### src/rtl/front_panel_ctrl.sv
// front_panel_ctrl: synchronizes and debounces the operator front-panel
// switches, then turns momentary presses into single fixed-width command
// pulses (load / deposit / examine / continue) for the CPU.
// Build option FP_DEBOUNCE_EN: when defined, the full DB_CYCLES debounce
// window is used; when undefined (fast simulation) every debounce window
// collapses to one clock.
// H0 must match the halted major-state code used by state_machine.
module front_panel_ctrl #(
    parameter int          DB_CYCLES    = 16,
    parameter int          PULSE_CYCLES = 4,
    parameter logic [4:0]  H0           = 5'd0
) (
    input  logic       clk,
    input  logic       reset,
    input  logic [4:0] state,
    input  logic       sw_load,
    input  logic       sw_dep,
    input  logic       sw_exam,
    input  logic       sw_cont,
    input  logic       sw_halt,
    input  logic       sw_sstep,
    output logic       loadd,
    output logic       depd,
    output logic       examd,
    output logic       cont,
    output logic       halt,
    output logic       single_step,
    output logic       fp_busy
);

`ifdef FP_DEBOUNCE_EN
    localparam logic [7:0] DB_EFF = 8'(DB_CYCLES);
`else
    localparam logic [7:0] DB_EFF = 8'd1;
`endif
    localparam logic [3:0] PULSE_LIM = 4'(PULSE_CYCLES);

    // Bit order: 0 load, 1 dep, 2 exam, 3 cont, 4 halt, 5 single-step
    logic [5:0] sw_raw;
    logic [5:0] sync1_q;
    logic [5:0] sync2_q;
    logic [3:0] mom;
    logic [1:0] tog_lvl;

    assign sw_raw = {sw_sstep, sw_halt, sw_cont, sw_exam, sw_dep, sw_load};
    assign mom    = sync2_q[3:0];

    // Two-flop synchronizer on every raw panel switch
    always_ff @(posedge clk) begin
        if (reset) begin
            sync1_q <= 6'd0;
            sync2_q <= 6'd0;
        end else begin
            sync1_q <= sw_raw;
            sync2_q <= sync1_q;
        end
    end

    // One level debouncer per toggle switch (halt, single-step)
    generate
        for (genvar gi = 0; gi < 2; gi++) begin : g_toggle
            logic [7:0] cnt_q, cnt_d, cnt_inc;
            logic       lvl_q, lvl_d;

            assign cnt_inc = (cnt_q == 8'hFF) ? cnt_q : cnt_q + 8'd1;

            // Count consecutive mismatches; any agreement restarts the count
            always_comb begin
                cnt_d = 8'd0;
                lvl_d = lvl_q;
                if (sync2_q[4+gi] != lvl_q) begin
                    if (cnt_inc >= DB_EFF) begin
                        lvl_d = sync2_q[4+gi];
                    end else begin
                        cnt_d = cnt_inc;
                    end
                end
            end

            // Debouncer state register
            always_ff @(posedge clk) begin
                if (reset) begin
                    cnt_q <= 8'd0;
                    lvl_q <= 1'b0;
                end else begin
                    cnt_q <= cnt_d;
                    lvl_q <= lvl_d;
                end
            end

            assign tog_lvl[gi] = lvl_q;
        end
    endgenerate

    logic halt_q;
    logic sstep_q;

    // Registered copies of the debounced toggle levels drive the outputs
    always_ff @(posedge clk) begin
        if (reset) begin
            halt_q  <= 1'b0;
            sstep_q <= 1'b0;
        end else begin
            halt_q  <= tog_lvl[0];
            sstep_q <= tog_lvl[1];
        end
    end

    typedef enum logic [1:0] {
        S_IDLE     = 2'd0,
        S_DEBOUNCE = 2'd1,
        S_FIRE     = 2'd2,
        S_WAIT_REL = 2'd3
    } seq_state_t;

    seq_state_t seq_q, seq_d;
    logic [3:0] sel_q, sel_d;          // one-hot latched momentary switch
    logic [7:0] db_cnt_q, db_cnt_d, db_inc;
    logic [3:0] pulse_cnt_q, pulse_cnt_d, pulse_inc;
    logic [3:0] cmd_q, cmd_d;
    logic [3:0] pick;
    logic       halted;
    logic       allowed;

    assign db_inc    = (db_cnt_q == 8'hFF) ? db_cnt_q : db_cnt_q + 8'd1;
    assign pulse_inc = (pulse_cnt_q == 4'hF) ? pulse_cnt_q : pulse_cnt_q + 4'd1;
    assign halted    = (state == H0);

    // Fixed priority pick among momentary switches: load > dep > exam > cont
    always_comb begin
        pick = 4'b0000;
        if (mom[0])      pick = 4'b0001;
        else if (mom[1]) pick = 4'b0010;
        else if (mom[2]) pick = 4'b0100;
        else if (mom[3]) pick = 4'b1000;
    end

    // Every command needs the CPU halted; continue also needs halt off or single-step on
    always_comb begin
        allowed = halted;
        if (sel_q[3]) begin
            allowed = halted && (!halt_q || sstep_q);
        end
    end

    // Sequencer next-state and command pulse generation
    always_comb begin
        seq_d       = seq_q;
        sel_d       = sel_q;
        db_cnt_d    = db_cnt_q;
        pulse_cnt_d = pulse_cnt_q;
        cmd_d       = 4'b0000;
        case (seq_q)
            S_IDLE: begin
                db_cnt_d    = 8'd0;
                pulse_cnt_d = 4'd0;
                if (|mom) begin
                    sel_d = pick;
                    seq_d = S_DEBOUNCE;
                end
            end
            S_DEBOUNCE: begin
                if ((mom & sel_q) == 4'b0000) begin
                    db_cnt_d = 8'd0;
                    seq_d    = S_IDLE;
                end else if (db_inc >= DB_EFF) begin
                    db_cnt_d = 8'd0;
                    if (allowed) begin
                        pulse_cnt_d = 4'd0;
                        cmd_d       = sel_q;
                        seq_d       = S_FIRE;
                    end else begin
                        seq_d = S_WAIT_REL;
                    end
                end else begin
                    db_cnt_d = db_inc;
                end
            end
            S_FIRE: begin
                // Runs to completion regardless of switch or CPU state
                if (pulse_inc >= PULSE_LIM) begin
                    pulse_cnt_d = 4'd0;
                    seq_d       = S_WAIT_REL;
                end else begin
                    pulse_cnt_d = pulse_inc;
                    cmd_d       = sel_q;
                end
            end
            S_WAIT_REL: begin
                if (|mom) begin
                    db_cnt_d = 8'd0;
                end else if (db_inc >= DB_EFF) begin
                    db_cnt_d = 8'd0;
                    seq_d    = S_IDLE;
                end else begin
                    db_cnt_d = db_inc;
                end
            end
            default: begin
                seq_d = S_IDLE;
            end
        endcase
    end

    // Sequencer state register; reset kills any pulse on the same edge
    always_ff @(posedge clk) begin
        if (reset) begin
            seq_q       <= S_IDLE;
            sel_q       <= 4'b0000;
            db_cnt_q    <= 8'd0;
            pulse_cnt_q <= 4'd0;
            cmd_q       <= 4'b0000;
        end else begin
            seq_q       <= seq_d;
            sel_q       <= sel_d;
            db_cnt_q    <= db_cnt_d;
            pulse_cnt_q <= pulse_cnt_d;
            cmd_q       <= cmd_d;
        end
    end

    assign loadd       = cmd_q[0];
    assign depd        = cmd_q[1];
    assign examd       = cmd_q[2];
    assign cont        = cmd_q[3];
    assign halt        = halt_q;
    assign single_step = sstep_q;
    assign fp_busy     = (seq_q != S_IDLE);

endmodule
### config.mk
export PLATFORM = sky130hd
export DESIGN_NAME = front_panel_ctrl
export DESIGN_NICKNAME = d
export VERILOG_FILES = /design/src/rtl/front_panel_ctrl.sv
export SDC_FILE = /design/constraint.sdc
export NUM_CORES = 1
export LEC_CHECK = 0
export ABC_AREA = 1
export BUFFER_PORTS_ARGS = -buffer_cell sky130_fd_sc_hd__buf_2
export CAP_MARGIN = 10
export CELL_PAD_IN_SITES_DETAIL_PLACEMENT = 1
export CELL_PAD_IN_SITES_GLOBAL_PLACEMENT = 2
export CORE_ASPECT_RATIO = 1.1
export CORE_MARGIN = 3
export CORE_UTILIZATION = 36
export CTS_CLUSTER_DIAMETER = 30
export DETAILED_ROUTE_END_ITERATION = 8
export GPL_TIMING_DRIVEN = 1
export PLACE_DENSITY_LB_ADDON = 0.15
export RECOVER_POWER = 25
export SLEW_MARGIN = 20
export SYNTH_ARGS = -nofsm -noshare
export SYNTH_HDL_FRONTEND = slang
export SYNTH_SLANG_ARGS = --single-unit
### constraint.sdc
create_clock -name clk -period 2.43 [get_ports clk]
set_input_delay 0.243 -clock clk [delete_from_list [all_inputs] [get_ports clk]]
set_output_delay 0.243 -clock clk [all_outputs]
set_load 0.02 [all_outputs]
# Yosys cells after proc, flatten, opt, wreduce, memory -nomap -nowiden
# Cells that the tools add are included.
# op_classes
add_sub_neg,4
n_lt_le_gt_ge,4
eq_ne,17
mux,31
bitwise_logic,3
n_reduce_logical,17
# op_table
op,count
two-way mux 4 bit,13
two-way mux 8 bit,6
adder 8 x 1 -> 8 bit (second input constant),3
equality test 8 bit (second input constant),3
greater-or-equal comparator 8 x 1 -> 1 bit (second input constant),3
one-hot mux 8 bit (3 select lines),1
inequality test 2 bit (second input constant),7
two-way mux 2 bit,6
one-hot mux 4 bit (3 select lines),1
one-hot mux 2 bit (4 select lines),1
one-hot mux 4 bit (2 select lines),1
AND reduction 2 bit,3
nonzero test 3 bit,2
OR reduction 3 bit,2
zero test 5 bit,1
AND reduction 5 bit,1
adder 4 x 1 -> 4 bit (second input constant),1
AND 4 bit,1
equality test 2 bit (second input constant),2
equality test 4 bit (second input constant),1
greater-or-equal comparator 4 x 3 -> 1 bit (second input constant),1
zero test 4 bit,1
AND reduction 4 bit,1
OR reduction 4 bit,1
10 further kinds,13
# totals
ff_bits,54
input_bits,13
word_cells,89

# Logic depth before layout (Yosys ltp)
# Gate-level depths: netlist of the first run.
# logic_depth
word_depth,8
depth_mapped,12
mapped_depth_nobuf,12

# Least setup slack after synthesis of the first run
# Ideal clock, no wire load.
# synth_timing
kind,reg2reg
startpoint,register seq_q[0]
endpoint,register (tool-made name)
setup_time_ns,0.064
arrival_time_ns,1.420
required_ns,2.366
setup_slack_ns,0.946
path_stages_with_launch,12
n_path_buf,0
synth_period_minus_slack_ns,1.484
path_cell_list,dfxtp_1 inv_1 ha_1 inv_1 nor2_1 nand2_1 nand2_1 nor2_1 nand3_1 nand2_1 inv_1 nor2_1
# synth_lines
item,line_no,rtl
start: declaration,116,"seq_state_t seq_q, seq_d;"
start signal: assignment,214,seq_q <= seq_d;

# Worst setup path after layout of the first run
# layout_timing
startpoint,register seq_q[0]
endpoint,register seq_q[0]
# layout_between
elab_chain_cells,3
# layout_rtl
item,line_no,rtl
equality test 2 x 1 -> 1 bit (tied with other cells),153,case (seq_q)
inequality test 3 bit (no line) or inequality test 2 bit (tied branches),n/a,
AND reduction 5 bit (no line),n/a,
# Several ways; a longest one is shown, not always the timed one.
# A chain may end at the register's enable or synchronous reset.

==> impl_metrics.ini, run 1 <==
[clock_network]
cts_resized = 0
clk_pin_slew_ps = 90
postCtsSetupRepairBufs = 0
postCtsHoldBufs = 0
root_buffer = clkbuf_8
insertion_delay_ps = 300
cts_sinks = 54
cts_tree = built
numCtsBuffers = 5
cts_max_path_buffers = 2
h-tree-depth = 2

[drt]
final_antenna_net_count = 0
post_drt_wl_per_cell_um = 10.8
post-route-drc-count = 0
vias = 2113
wl_mm = 5.07
dr.pass1.iters = 4
drtIter0Drc = 49
drt-vias-per-instance = 4.51

[setup_path]
worstSetupStartpointType = register
crit_buf_inv = 2
cp.required_ps = 2570
worst_setup_path_end_kind = register
crit_top_cell = nand2_1
critPathKind = register to register
crit_arrival_ps = 1910
worstPathMaxFanout = 8
path_delay_family = simple AND/OR/NAND/NOR gates
critPathMaxStageDelay_ps = 490
crit_slowest_cell = dfxtp_1
worstPathCellList = inv_1 -> ha_1 -> inv_1 -> nor2_1 -> nand2_1 -> nand2_1 -> nor2_1 -> nand2_1 -> nand2_1 -> a21oi_1

[grt]
top_usage_layer = met2
use_met1 = 0.172
met3_usage = 0.0329
grt_pass1_vias = 2092
grt_max_degree = 28
met2_usage = 0.234
grt_pass1_wl_mm = 8.91
antenna_found_initial = 0
track_usage = 0.139
grt-ovfl-total = 0

[sta]
drv_slew = 0
max_slew_margin = 0.196
setup_viol = 0
fin_crit_ps = 1760
grt_setup_unrepaired = false
tns_ps = 0
finalHoldViolations = 0
fin_crit_sh = 0.726
max_freq_mhz = 567
skew_ps = 5.98
tightest_slew_ps = 1210
fin_ws_ps = 667

[place]
hpwl_mm = 4.11
post-place-ws_ps = 695
globalplace.congestion = 0.813
numPortBuffers = 19
post_dp_cell_area_um2 = 2720

[die]
dieHeight_um = 92.9
initial_core_util = 0.372
core_area_um2 = 6630
die_w_um = 85.0
top_level_ports = 20
die_area_um2 = 7890
rows = 31

[synthesis]
postSynthAreaPerCell_um2 = 7.10
synth.distinct_cells = 24
synthCells = 348
syn_area_um2 = 2470
synth-seq-area-share = 0.438
synth_seq_cells = 54
synth_warnings = 0

[power_and_ir_drop]
ir_drop_uv = 305
p_per_area_nw_per_um2 = 709
cellLeakagePower_nw = 1.37

[hold_path]
hp-class = input port to register

[layout]
diodes = 0
drive_above_1_share = 0.106
final_util = 0.425
fin_nets = 411
area_delta_synth_final_pct = 14.2
fin_area_um2 = 2820

[outcome]
outcome = completed

[flow_run]
max-cap-violations = 0
## synthesized netlist by cell type
cell / number / share of area
ha_1: 12 / 0.061
nand3b_1: 2 / 0.0061
o21ai_0: 10 / 0.020
nand3_1: 28 / 0.057
xor2_1: 1 / 0.0035
nand2_2: 3 / 0.0076
clkbuf_1: 3 / 0.0046
nand2_1: 85 / 0.13
conb_1: 1 / 0.0015
or2_2: 1 / 0.0025
inv_1: 53 / 0.081
nor2_2: 5 / 0.013
nor3_1: 5 / 0.010
nand3_2: 2 / 0.0081
dfxtp_1: 54 / 0.44
a211oi_1: 1 / 0.0030
nand2_4: 1 / 0.0046
xnor2_1: 2 / 0.0071
nand4_1: 8 / 0.020
a21oi_1: 8 / 0.016
nor3b_2: 1 / 0.0051
o21bai_1: 1 / 0.0030
nor2_1: 59 / 0.090
nor2_4: 2 / 0.0091
## placed cells by master (no fill, tap or decap)
master,count
nor2_1,59
clkinv_2,2
xor2_1,1
inv_1,53
ha_1,12
or2_2,1
xnor2_1,2
a211oi_1,1
nor3_1,5
bufinv_16,1
dfxtp_1,54
nor2_4,2
nor2_2,5
buf_2,18
clkbuf_1,2
nor3b_2,1
nand2_2,3
a21oi_1,8
clkbuf_8,5
o21ai_0,10
nand3_1,28
nand4_1,8
nand3_2,2
nand2_1,85
conb_1,15
o21bai_1,1
nand3b_1,2
nand2_4,1
## per-stage QoR
stage          hold WS [ps]  power (mW)  cells
6_report                138        2.00    469
5_1_grt                 134        2.16    469
4_1_cts                 123        2.04    469
3_5_place_dp            401        1.44    461
3_3_place_gp            394        1.43    461
2_1_floorplan           350        1.32    362
## final timing paths
path              startpoint  depth (start not counted)         end  slack [ps]
hold reg to reg   sync1_q[3]                          2  sync2_q[3]         410
setup / recovery    seq_q[0]                         10    seq_q[0]         670
setup reg to reg    seq_q[0]                         10    seq_q[0]         670
hold / removal       sw_exam                          3  sync1_q[2]         140
## worst register-to-register path: stages (launching register included)
cell,delay [ps]
dfxtp_1,490
inv_1,180
ha_1,230
inv_1,80
nor2_1,50
nand2_1,100
nand2_1,60
nor2_1,210
nand2_1,80
nand2_1,60
a21oi_1,60
## state kept, by name (all words and copies together), names as in the netlist, named ones only
name	count
pulse_cnt_q	4
sel_q	4
single_step	1
seq_q	1
sync2_q	6
cmd_q	4
db_cnt_q	8
g_toggle.cnt_q	16
halt	1
g_toggle.lvl_q	2
sync1_q	6
## final cells by class
| class | instances | area (um2) |
|---|---|---|
| fillers | 891 | 3810 |
| multi-input cells | 252 | 1230 |
| flip-flops and latches | 54 | 1080 |
| inverters | 53 | 199 |
| well taps | 82 | 103 |
| repair buffers | 20 | 97.6 |
| clock buffers | 5 | 68.8 |
| clock inverters | 3 | 40.0 |
## report_power, final
group / internal, mW / switching [mW] / total, mW
combinational: 0.145 / 0.278 / 0.423
clock: 0.303 / 0.280 / 0.584
sequential: 0.935 / 0.0582 / 0.993
## logic make-up after synthesis
group	count (synthesis)	synth area share
adders and majority gates	12	0.0608
and+or+nand+nor	202	0.362
buffers and inverters	56	0.0851
DFF	54	0.438
AOI/OAI and AO/OA	20	0.0426
xor gates and xnor gates	3	0.0106
other	1	0.00152
## layer usage
| metal | wire (um) | part of all wire | up-vias |
|---|---|---|---|
| met5 | 0 | 0 | - |
| met4 | 76 | 0.015 | 0 |
| met3 | 192 | 0.038 | 5 |
| met2 | 2280 | 0.45 | 25 |
| met1 | 2520 | 0.50 | 949 |
| li1 | - | - | 1134 |
Note: power is estimated with default switching activity, not from simulation.
==> inputs of run 2 (changes only) <==
--- a/config.mk
+++ b/config.mk
@@ -12,7 +12,7 @@
 export CELL_PAD_IN_SITES_GLOBAL_PLACEMENT = 2
 export CORE_ASPECT_RATIO = 1.1
 export CORE_MARGIN = 3
-export CORE_UTILIZATION = 36
+export CORE_UTILIZATION = 30
 export CTS_CLUSTER_DIAMETER = 30
 export DETAILED_ROUTE_END_ITERATION = 8
 export GPL_TIMING_DRIVEN = 1
==> constraint.sdc (replaced) <==
create_clock -name clk -period 1.43 [get_ports clk]
set_input_delay 0.143 -clock clk [delete_from_list [all_inputs] [get_ports clk]]
set_output_delay 0.143 -clock clk [all_outputs]
set_load 0.02 [all_outputs]
==> run 2 against run 1 <==
  * The flow now finishes with violations (setup timing)
  * Cell count grew 10%
  * Count of clock-buffer cells in the layout is the same
  * Power grew 92%
  * Worst setup slack lost 720 ps
  * Sequential power grew 67%
  * Non-clock buffer count grew 23
  * Cell area grew 17%
  * Highest routed layer unchanged
  * Clock power grew 78%
  * Via count grew 6.0%
==> impl_metrics.ini, run 2 (synthesized netlist as in run 1, its figures left out) <==
[power_and_ir_drop]
power_frac_comb = 0.297
power.internal_mw = 2.59
p_per_area_nw_per_um2 = 1170
power_frac_seq = 0.432
ir_drop_uv = 448
total_power_mw = 3.84
cellLeakagePower_nw = 1.52
p_switching_mw = 1.26
swShare = 0.327
p_clk_frac = 0.271

[grt]
track_usage = 0.127
grt_max_degree = 18
grt_pass1_wl_mm = 9.69
antenna_found_initial = 0
grt-ovfl-total = 0
grt_pass1_vias = 2237

[sta]
drv_slew = 0
finalHoldViolations = 0
grt_setup_unrepaired = true
holdWs_ps = 24.0
setup_viol = 4
fin_ws_ps = -49.0
max_freq_mhz = 676
skew_ps = 12.4
fin_crit_ps = 1480
fin_crit_sh = 1.03

[setup_path]
cp.required_ps = 1650
critPathKind = register to register
worstPathMaxFanout = 4
crit_slowest_cell = dfxtp_2
worstPathCellList = ha_4 -> nor2_2 -> nand2_1 -> nor2_2 -> nand2_4 -> nor2_4 -> nor2_4 -> nand3_2 -> nand2_1 -> inv_1 -> nor2_1
path_delay_family = simple AND/OR/NAND/NOR gates
crit_buf_inv = 1
worstSetupStartpointType = register
worst_setup_path_end_kind = register
crit_arrival_ps = 1700
critPathMaxStageDelay_ps = 350

[place]
numPortBuffers = 19
hpwl_mm = 4.32
globalplace.congestion = 0.814
dpl.cell_count = 508

[layout]
seqCellArea_um2 = 1100
fin_nets = 434
fillCellCount = 1020
reg.largest.list = g_toggle.cnt_q: 16 flops, db_cnt_q: 8 flops
multi_input_area_um2 = 1470
fin_cells = 518
final_util = 0.415
diodes = 0
final_common_cell = nand2_1
final_cell_mix = nand2_1 (69), inv_1 (51), nor2_1 (47)
max_flop_register = g_toggle.cnt_q
area_delta_synth_final_pct = 33.5
largest_reg_flops = 16
drive_above_1_share = 0.307

[outcome]
violations = setup timing
outcome = finished with violations

[clock_network]
root_buffer = clkbuf_8
h-tree-depth = 2
numCtsBuffers = 5
postCtsHoldBufs = 0
clk_pin_slew_ps = 100
cts_tree = built
cts_sinks = 54
insertion_delay_ps = 310
cts_max_path_buffers = 2

[die]
core_area_um2 = 7960
die_w_um = 92.5
die_area_um2 = 9360
rows = 34
initial_core_util = 0.310
dieHeight_um = 101
top_level_ports = 20

[flow_run]
max-cap-violations = 0

[drt]
dr.pass1.iters = 4
drtIter0Drc = 39
post_drt_wl_per_cell_um = 10.7
post-route-drc-count = 0
final_antenna_net_count = 0
drt-vias-per-instance = 4.32
vias = 2239
wl_mm = 5.56

[hold_path]
hp-class = input port to register
==> run 2: area by class of cell <==
class / count / share of cell area
Tap cell: 108 / 0.0410
Timing Repair Buffer: 43 / 0.0846
Inverter: 53 / 0.0603
Clock inverter: 3 / 0.0137
Multi-Input combinational cell: 252 / 0.447
Sequential cell: 54 / 0.333
Clock buffer: 5 / 0.0209
==> run 2: final timing paths <==
check | start | endpoint | slack (ps) | depth (start not counted)
setup reg to reg | db_cnt_q[0] | register | -50 | 11
hold reg to reg | sync1_q[3] | sync2_q[3] | 410 | 2
setup / recovery | db_cnt_q[0] | register | -50 | 11
hold / removal | sw_cont | sync1_q[3] | 20 | 3
==> run 2: routing by layer <==
metal | vias up | track usage | share of wire
met1 | 1027 | 0.161 | 0.48
met3 | 6 | 0.0223 | 0.033
met5 | - | 0 | 0
li1 | 1181 | - | -
met4 | 0 | 0.0480 | 0.015
met2 | 25 | 0.215 | 0.47
==> run 2: through the flow <==
stage / setup WS (ps) / TNS [ps] / instance area [um2]
after floorplan: 29.4 / 0 / 2520
after global placement: -59.8 / -293 / 2910
after detailed placement: -126 / -651 / 2910
after CTS: -42.3 / -156 / 3090
after global routing: -141 / -906 / 3300
final: -49.0 / -123 / 3300
==> run 2: power by group through the flow <==
stage	logic [mW]	clock network [mW]	registers [mW]
2_1_floorplan	0.553	0	1.70
3_5_place_dp	0.958	0	1.69
4_1_cts	1.00	1.09	1.65
6_report	1.14	1.04	1.66
3_3_place_gp	0.933	0	1.69
5_1_grt	1.29	1.13	1.68
==> run 2: worst reg2reg max path, stage by stage, from the launching register on <==
cell and delay (ps):
dfxtp_2 350, ha_4 230, nor2_2 90, nand2_1 70, nor2_2 140, nand2_4 100
nor2_4 140, nor2_4 60, nand3_2 50, nand2_1 50, inv_1 50, nor2_1 40
==> run 2: what timing repair did <==
action	in CTS	in global routing
setup buffers	1	1
endpoints found under the setup margin	11	15
resized for setup	21	64
pin swaps	7	25
==> inputs of run 3 (changes only) <==
--- a/config.mk
+++ b/config.mk
@@ -7,7 +7,6 @@
 export LEC_CHECK = 0
 export ABC_AREA = 1
 export BUFFER_PORTS_ARGS = -buffer_cell sky130_fd_sc_hd__buf_2
-export CAP_MARGIN = 10
 export CELL_PAD_IN_SITES_DETAIL_PLACEMENT = 1
 export CELL_PAD_IN_SITES_GLOBAL_PLACEMENT = 2
 export CORE_ASPECT_RATIO = 1.1
==> constraint.sdc (replaced) <==
create_clock -name clk -period 1.43 [get_ports clk]
set_input_delay 0.143 -clock clk [delete_from_list [all_inputs] [get_ports clk]]
set_output_delay 0.143 -clock clk [all_outputs]
set_load 0.1 [all_outputs]
==> run 3 against run 2 <==
  * The run still ends with setup timing left
  * Largest power group unchanged
  * Critical path depth fell by 3
  * Wire length rose by 7.0%
  * Flip-flop and latch count did not move
==> impl_metrics.ini, run 3 (synthesized netlist as in run 1, its figures left out) <==
[power_and_ir_drop]
p_switching_mw = 1.41
p_clk_frac = 0.246
power_frac_seq = 0.409
swShare = 0.344
ir_drop_uv = 473
total_power_mw = 4.11
power_frac_comb = 0.345
cellLeakagePower_nw = 1.54
p_per_area_nw_per_um2 = 1220
power.internal_mw = 2.70

[grt]
grt-ovfl-total = 0
grt_pass1_vias = 2347
grt_max_degree = 16
grt_pass1_wl_mm = 10.5
antenna_found_initial = 0
track_usage = 0.138

[clock_network]
cts_tree = built
numCtsBuffers = 5
h-tree-depth = 2
clk_pin_slew_ps = 90
cts_max_path_buffers = 2
cts_sinks = 54
insertion_delay_ps = 310
postCtsHoldBufs = 0
root_buffer = clkbuf_8

[setup_path]
critPathKind = register to register
crit_arrival_ps = 1720
worstSetupStartpointType = register
cp.required_ps = 1670
worst_setup_path_end_kind = register
worstPathMaxFanout = 4

[die]
dieHeight_um = 101
core_area_um2 = 7960
die_w_um = 92.5
die_area_um2 = 9360
top_level_ports = 20
initial_core_util = 0.310
rows = 34

[layout]
reg.largest.list = g_toggle.cnt_q: 16 flops, db_cnt_q: 8 flops
final_cell_mix = nand2_1 (70), nor2_1 (46), inv_1 (46)
final_common_cell = nand2_1
max_flop_register = g_toggle.cnt_q
drive_above_1_share = 0.319
fillCellCount = 1026
area_delta_synth_final_pct = 36.3
diodes = 0
largest_reg_flops = 16
fin_nets = 431

[sta]
fin_crit_sh = 1.03
drv_slew = 0
finalHoldViolations = 0
max_freq_mhz = 677
fin_crit_ps = 1480
skew_ps = 6.34
setup_viol = 5
grt_setup_unrepaired = true
holdWs_ps = 35.4
fin_ws_ps = -47.0

[outcome]
outcome = finished with violations
violations = setup timing

[drt]
wl_met2_mm = 2.90
dr.pass1.iters = 4
post-route-drc-count = 0
wl_mm = 5.95
dr_wl_met3_um = 173
drt-vias-per-instance = 4.31
drtIter0Drc = 28
dr.max_layer_used = met4
final_antenna_net_count = 0
vias = 2222
m1WireLength_mm = 2.79
post_drt_wl_per_cell_um = 11.6

[place]
numPortBuffers = 19
globalplace.congestion = 0.770
hpwl_mm = 4.47

[flow_run]
max-cap-violations = 0

[hold_path]
hp-class = input port to register
==> run 3: cell count changes in the layout (fill, tap and decap cells not counted), sizes merged <==
cell	change
buf	-3
inv	-1
clkinvlp	-1
clkbuf	+2
==> run 3: layer usage <==
layer | vias up | GRT usage
li1 | 1175 | -
met1 | 1018 | 0.176
met2 | 23 | 0.239
met3 | 6 | 0.0245
met4 | 0 | 0.0446
met5 | - | 0
==> run 3: worst paths after layout <==
kind / end / slack (ps) / cells past startpoint / startpoint
worst min-delay path: sync1_q[3] / 40 / 3 / sw_cont
worst min register to register: sync2_q[5] / 410 / 2 / sync1_q[5]
worst max register to register: pulse_cnt_q[0] / -50 / 8 / db_cnt_q[0]
worst max-delay path: pulse_cnt_q[0] / -50 / 8 / db_cnt_q[0]
==> run 3: final cells by class <==
| cell class | instances | area, um2 | share of cell area |
|---|---|---|---|
| Inverter | 53 | 210 | 0.0624 |
| Sequential cell | 54 | 1110 | 0.330 |
| Clock buffer | 7 | 76.3 | 0.0227 |
| Multi-Input combinational cell | 252 | 1520 | 0.453 |
| Tap cell | 108 | 135 | 0.0401 |
| Clock inverter | 1 | 30.0 | 0.00892 |
| Timing Repair Buffer | 40 | 279 | 0.0829 |
==> run 3: power groups by stage <==
stage | registers [mW] | clock network (mW) | logic, mW
2_1_floorplan | 1.73 | 0 | 0.749
3_3_place_gp | 1.71 | 0 | 1.15
3_5_place_dp | 1.71 | 0 | 1.17
4_1_cts | 1.68 | 1.06 | 1.32
5_1_grt | 1.70 | 1.12 | 1.58
6_report | 1.68 | 1.01 | 1.42
==> run 3: stage by stage <==
stage | TNS (ps) | utilization | instances | instance area, um2 | worst slack [ps]
2_1_floorplan | -509 | - | 362 | 2560 | -225
3_3_place_gp | -288 | 0.367 | 503 | 2920 | -68.4
3_5_place_dp | -600 | 0.367 | 503 | 2920 | -91.0
4_1_cts | -61.9 | 0.400 | 514 | 3180 | -25.0
5_1_grt | -1210 | 0.423 | 515 | 3370 | -144
6_report | -139 | 0.423 | 515 | 3370 | -47.0
==> run 3: what timing repair did <==
item / CTS / global route
buffers inserted: 3 / 1
cloned: 0 / 0
pin swaps: 17 / 25
hold endpoints to repair: 0 / 0
endpoints found under the setup margin: 12 / 14
resized for setup: 38 / 59
==> run 3: worst max-delay path: stages, from the launching register on <==
cell	delay (ps)
dfxtp_4	360
ha_4	240
nor2_4	110
nand2_2	70
nor2_4	120
nand2_4	110
o21bai_4	180
o21ai_0	90
a21oi_1	130
